==> config.mk <==
export PLATFORM = sky130hd
export DESIGN_NAME = gessm_mul_arbiter
export DESIGN_NICKNAME = d
export VERILOG_FILES = /design/src/rtl/gessm_mul_arbiter.sv
export SDC_FILE = /design/constraint.sdc
export NUM_CORES = 1
export LEC_CHECK = 0
export CORE_MARGIN = 2
export CORE_UTILIZATION = 38
export CTS_CLUSTER_SIZE = 12
export DETAILED_ROUTE_END_ITERATION = 7
export PLACE_DENSITY = 0.64
export SLEW_MARGIN = 30
export SYNTH_ARGS = -nofsm -noshare
export SYNTH_HDL_FRONTEND = slang
export SYNTH_SLANG_ARGS = --single-unit
==> constraint.sdc <==
create_clock -name clk -period 12.6 [get_ports clk]
set_clock_uncertainty 0.05 [all_clocks]
set_input_delay 2.52 -clock clk [delete_from_list [all_inputs] [get_ports clk]]
set_output_delay 2.52 -clock clk [all_outputs]
set_load 0.1 [all_outputs]
==> src/rtl/gessm_mul_arbiter.sv <==
`default_nettype none
// ============================================================================
// Module   : gessm_mul_arbiter
// Brief    : Round-robin front end sharing one approximate segmented 16x16
//            multiplier (10x10 core) between NREQ requesters; 2-stage pipe.
// Revision : 1.0 - initial release
// ============================================================================
module gessm_mul_arbiter #(
    parameter int NREQ = 4,
    parameter int ID_W = 2
) (
    input  logic                 clk,
    input  logic                 rst,
    input  logic [NREQ-1:0]      req_valid,
    output logic [NREQ-1:0]      req_ready,
    input  logic [16*NREQ-1:0]   req_a,
    input  logic [16*NREQ-1:0]   req_b,
    output logic                 res_valid,
    input  logic                 res_ready,
    output logic [31:0]          res_data,
    output logic [ID_W-1:0]      res_id,
    output logic                 busy
);

    typedef struct packed {
        logic [9:0] seg;
        logic [2:0] sh;
    } seg_t;

    // Keep the ten most significant useful bits; the shift restores magnitude.
    function automatic seg_t segment(input logic [15:0] x);
        seg_t s;
        if (x[15]) begin
            s.seg = x[15:6];
            s.sh  = 3'd6;
        end else if (x[14:10] != 5'd0) begin
            s.seg = x[14:5];
            s.sh  = 3'd5;
        end else begin
            s.seg = x[9:0];
            s.sh  = 3'd0;
        end
        return s;
    endfunction

    logic [ID_W-1:0] r_ptr;
    logic            r_s1_valid;
    logic [9:0]      r_s1_seg_a;
    logic [9:0]      r_s1_seg_b;
    logic [3:0]      r_s1_sh;
    logic [ID_W-1:0] r_s1_id;
    logic            r_s2_valid;
    logic [31:0]     r_res_data;
    logic [ID_W-1:0] r_res_id;

    logic            w_s2_adv;
    logic            w_s1_adv;
    logic            w_found;
    logic [ID_W-1:0] w_grant;
    logic [ID_W-1:0] w_cand;
    logic            w_hs;
    logic [15:0]     w_op_a;
    logic [15:0]     w_op_b;
    seg_t            w_seg_a;
    seg_t            w_seg_b;
    logic [19:0]     w_mul;
    logic [31:0]     w_prod;

    assign w_s2_adv = !r_s2_valid || res_ready;
    assign w_s1_adv = !r_s1_valid || w_s2_adv;

    // First valid requester at or after the pointer, wrapping modulo NREQ.
    always_comb begin
        w_found = 1'b0;
        w_grant = '0;
        w_cand  = '0;
        for (int k = 0; k < NREQ; k++) begin
            w_cand = ID_W'((int'(r_ptr) + k) % NREQ);
            if (!w_found && req_valid[w_cand]) begin
                w_found = 1'b1;
                w_grant = w_cand;
            end
        end
    end

    assign w_hs = w_found && w_s1_adv && !rst;

    always_comb begin
        req_ready = '0;
        if (w_hs) begin
            req_ready[w_grant] = 1'b1;
        end
    end

    assign w_op_a  = req_a[{w_grant, 4'b0000} +: 16];
    assign w_op_b  = req_b[{w_grant, 4'b0000} +: 16];
    assign w_seg_a = segment(w_op_a);
    assign w_seg_b = segment(w_op_b);

    always_ff @(posedge clk) begin
        if (rst) begin
            r_ptr      <= '0;
            r_s1_valid <= 1'b0;
            r_s1_seg_a <= '0;
            r_s1_seg_b <= '0;
            r_s1_sh    <= '0;
            r_s1_id    <= '0;
        end else if (w_s1_adv) begin
            r_s1_valid <= w_hs;
            if (w_hs) begin
                r_s1_seg_a <= w_seg_a.seg;
                r_s1_seg_b <= w_seg_b.seg;
                r_s1_sh    <= {1'b0, w_seg_a.sh} + {1'b0, w_seg_b.sh};
                r_s1_id    <= w_grant;
                r_ptr      <= (w_grant == ID_W'(NREQ - 1)) ? '0 : w_grant + ID_W'(1);
            end
        end
    end

    // Largest case 0x3FF*0x3FF<<12 still fits in 32 bits.
    assign w_mul  = {10'b0, r_s1_seg_a} * {10'b0, r_s1_seg_b};
    assign w_prod = {12'b0, w_mul} << r_s1_sh;

    always_ff @(posedge clk) begin
        if (rst) begin
            r_s2_valid <= 1'b0;
            r_res_data <= '0;
            r_res_id   <= '0;
        end else if (w_s2_adv) begin
            r_s2_valid <= r_s1_valid;
            if (r_s1_valid) begin
                r_res_data <= w_prod;
                r_res_id   <= r_s1_id;
            end
        end
    end

    assign res_valid = r_s2_valid;
    assign res_data  = r_res_data;
    assign res_id    = r_res_id;
    assign busy      = r_s1_valid | r_s2_valid;

endmodule
`default_nettype wire

==> impl_metrics.xml <==
<?xml version="1.0" encoding="UTF-8"?>
<metrics>
  <group name="run_status">
    <metric name="status" unit="">completed</metric>
  </group>
  <group name="logic_synthesis">
    <metric name="synth_fa_ha_area_share" unit="%">24.2</metric>
    <metric name="yosys-top-cells-area" unit="">dfxtp_1, fa_1, ha_1</metric>
    <metric name="synth_flop_cell" unit="">dfxtp_1</metric>
    <metric name="post_synth_num_cell_types" unit="">71</metric>
    <metric name="synth_warnings" unit="">0</metric>
    <metric name="main_combinational_cell_family_by_area_after_synthesis" unit="">simple AND/OR/NAND/NOR gates</metric>
    <metric name="synthSimpleGateAreaFrac" unit="%">25.2</metric>
    <metric name="post_synthesis_mux_area_share" unit="%">9.34</metric>
    <metric name="post_synth_top_area_share" unit="%">15.2</metric>
    <metric name="netlist_instances" unit="">1093</metric>
    <metric name="ys_seq_area_share" unit="%">15.2</metric>
    <metric name="syn_area_per_cell" unit="sq um">7.69</metric>
    <metric name="synth-seq-cells" unit="">64</metric>
    <metric name="parity_gate_share_of_the_synthesized_area_counting_xor_and_xnor_cells" unit="%">1.36</metric>
    <metric name="yosys.area.top_type" unit="">dfxtp_1</metric>
    <metric name="synth_nets" unit="">1353</metric>
    <metric name="post_synth_instance_area" unit="sq um">8400</metric>
    <metric name="synth_enable_flop_cells" unit="">0</metric>
    <metric name="async_reset_ff_share" unit="%">0</metric>
    <metric name="synth-compound-area-share" unit="%">17.4</metric>
  </group>
  <group name="cells_and_area">
    <metric name="most_common_cell_after_layout_fill_and_taps_aside" unit="">clkdlybuf4s50_1</metric>
    <metric name="design.final.nets" unit="">1472</metric>
    <metric name="layout-area-overhead-vs-synth" unit="%">25.6</metric>
    <metric name="diodes" unit="">0</metric>
    <metric name="layout_common_cells" unit="">clkdlybuf4s50_1, nand2_1, nor2_1, and2_1, inv_1</metric>
    <metric name="drive_gt1_share" unit="%">5.76</metric>
    <metric name="layout_fillers" unit="">2206</metric>
    <metric name="instances_no_fill" unit="">1496</metric>
  </group>
  <group name="critical_path">
    <metric name="start_kind" unit="">input port</metric>
    <metric name="crit_path_end_kind" unit="">primary output</metric>
    <metric name="crit_type" unit="">input port to primary output</metric>
    <metric name="worst_ep_arrival_time" unit="ns">5.79</metric>
    <metric name="worst_ep_required_time" unit="ns">10.03</metric>
    <metric name="critical_path_peak_fanout" unit="">55</metric>
  </group>
  <group name="clock_tree">
    <metric name="clk_pin_slew_worst_paths" unit="ns">0.06</metric>
    <metric name="h-tree-depth" unit="">3</metric>
    <metric name="post_cts.repair.setup_buffers" unit="">0</metric>
    <metric name="cts_tree" unit="">yes</metric>
    <metric name="clk_latency" unit="ns">0.34</metric>
    <metric name="post_cts.resized_instances" unit="">0</metric>
    <metric name="cts_hold_buf" unit="">0</metric>
    <metric name="clockBufferDepth" unit="">2</metric>
    <metric name="ctsRootBufferMaster" unit="">clkbuf_16</metric>
    <metric name="clock_sinks" unit="">64</metric>
    <metric name="numCtsBuffers" unit="">9</metric>
  </group>
  <group name="drt">
    <metric name="postRouteAntennaNets" unit="">0</metric>
    <metric name="post_drt_wl_per_cell" unit="microns">16.1</metric>
    <metric name="viasPerCell" unit="">5.34</metric>
    <metric name="dr.first_iter.drc_count" unit="">449</metric>
    <metric name="drt-total-wl" unit="microns">24100</metric>
    <metric name="post-route-drc-count" unit="">0</metric>
    <metric name="drt-pass1-iter-count" unit="">6</metric>
    <metric name="num_vias" unit="">7983</metric>
  </group>
  <group name="power_and_ir_drop">
    <metric name="ratio_of_total_power_to_cell_area" unit="nW/um^2">278</metric>
    <metric name="power_total" unit="uW">2930</metric>
    <metric name="leakage" unit="uW">0.00463</metric>
    <metric name="ir_drop" unit="mV">0.218</metric>
  </group>
  <group name="timing">
    <metric name="period_needed" unit="ns">8.36</metric>
    <metric name="timing.slew.headroom" unit="%">32.3</metric>
    <metric name="final-max-slew-violation-count" unit="">0</metric>
    <metric name="timing.final.hold_violations" unit="">0</metric>
    <metric name="setup_viol" unit="">0</metric>
    <metric name="rsz0062_at_grt" unit="">false</metric>
    <metric name="layout_worst_path_cycle_share" unit="%">66.4</metric>
    <metric name="worst_pin_slew" unit="ns">1.01</metric>
    <metric name="setup_tns" unit="ns">0</metric>
    <metric name="peak_freq" unit="MHz">120</metric>
  </group>
  <group name="grt">
    <metric name="grt_antenna_before_repair" unit="">0</metric>
    <metric name="grtUsageTotal" unit="%">20.8</metric>
    <metric name="grt_first_pass_wirelength" unit="microns">40200</metric>
    <metric name="global_route.overflow_total" unit="">0</metric>
    <metric name="largest_net_degree_at_the_start_of_global_routing" unit="">56</metric>
    <metric name="first_global_vias" unit="">8071</metric>
  </group>
  <group name="die">
    <metric name="die_x" unit="microns">153</metric>
    <metric name="vertical_extent_of_the_die" unit="microns">153</metric>
    <metric name="design.portCount" unit="">175</metric>
    <metric name="die_area" unit="sq um">23300</metric>
    <metric name="rows" unit="">54</metric>
    <metric name="start_util" unit="%">38.6</metric>
    <metric name="floorplan.core_area" unit="sq um">21800</metric>
  </group>
  <group name="min_path">
    <metric name="hold_wc_path_type" unit="">flop to flop</metric>
  </group>
  <group name="placement">
    <metric name="numPlacedInstances" unit="">1481</metric>
    <metric name="place.port_buffers" unit="">174</metric>
    <metric name="gp_routability_congestion" unit="">0.866</metric>
    <metric name="dp.final_hpwl" unit="microns">19200</metric>
  </group>
  <group name="job">
    <metric name="timing.max_cap.violations" unit="">0</metric>
  </group>
</metrics>
## path summary, 6_finish.rpt
check           startpoint            to  slack (ns)  cells after the start
max           req_valid[0]  req_ready[3]        4.24                      9
min             r_s1_id[1]     res_id[1]        0.40                      2
max reg2reg  r_s1_seg_a[5]  res_data[15]        6.26                     21
min reg2reg     r_s1_id[1]     res_id[1]        0.40                      2
## state kept, by name (all words and copies together) (netlist names)
register    count
res_valid       1
r_s1_valid      1
r_s1_sh         4
res_id          2
res_data       32
r_s1_seg_a     10
r_s1_seg_b     10
r_s1_id         2
r_ptr           2
## cell usage after synthesis, types with 10 or more instances
master	number
a211o_1	12
and2_1	75
buf_2	12
ha_1	62
fa_1	63
a31oi_1	16
mux2i_1	42
o21ai_0	57
and3_1	14
mux2_2	25
a21oi_1	44
a21o_1	10
nand2_1	136
dfxtp_1	64
clkbuf_1	55
xnor2_1	10
inv_1	72
nor3_1	23
nand3_1	45
nor2_1	111
## layout make-up
type	count	area, sq um	area share, %
clock buffer	10	239	2.26
clock inverter	5	33.8	0.320
sequential	64	1280	12.1
timing repair buffer	187	1840	17.4
inverter	75	282	2.67
multi-input combinational	875	6530	61.9
tap	280	350	3.32
## per-stage QoR
step	worst slack (ns)	area (sq um)	utilization, %	hold slack (ns)
after floorplan	5.30	8400	-	0.382
after global placement	4.27	10300	47.3	0.394
after detailed placement	4.22	10300	47.3	0.396
after CTS	4.21	10600	48.5	0.403
after global routing	4.01	10600	48.5	0.426
final	4.24	10600	48.5	0.399
## logic make-up after synthesis
logic type                 count (synthesis)
and+or+nand+nor                          447
AOI/OAI and AO/OA                        219
buffers and inverters                    154
adders and majority gates                125
muxes                                     71
DFF                                       64
xor gates and xnor gates                  13
## critical path, stage by stage
cell,delay [ns]
clkdlybuf4s50_1,0.48
nor2b_1,0.17
o21ai_1,0.20
nand3_2,0.12
inv_2,0.18
buf_4,0.56
ha_1,0.27
and2_1,0.12
clkdlybuf4s50_1,1.16
## metal layers
layer | part of all wire, % | up-vias | track usage [%]
li1 | - | 3983 | -
met2 | 50 | 195 | 37.8
met4 | 1.5 | 0 | 4.72
met5 | 0 | - | 0
met1 | 44 | 3781 | 25.3
met3 | 5.1 | 24 | 3.92
## where the power goes
| part | internal, uW | leakage (uW) | switching, uW |
|---|---|---|---|
| Combinational | 952 | 0.00397 | 1430 |
| Clock | 137 | 0.000130 | 91.8 |
| Sequential | 248 | 0.000529 | 70.4 |
| Total | 1340 | 0.00463 | 1600 |
No activity file was read; power rests on OpenSTA's default activity.
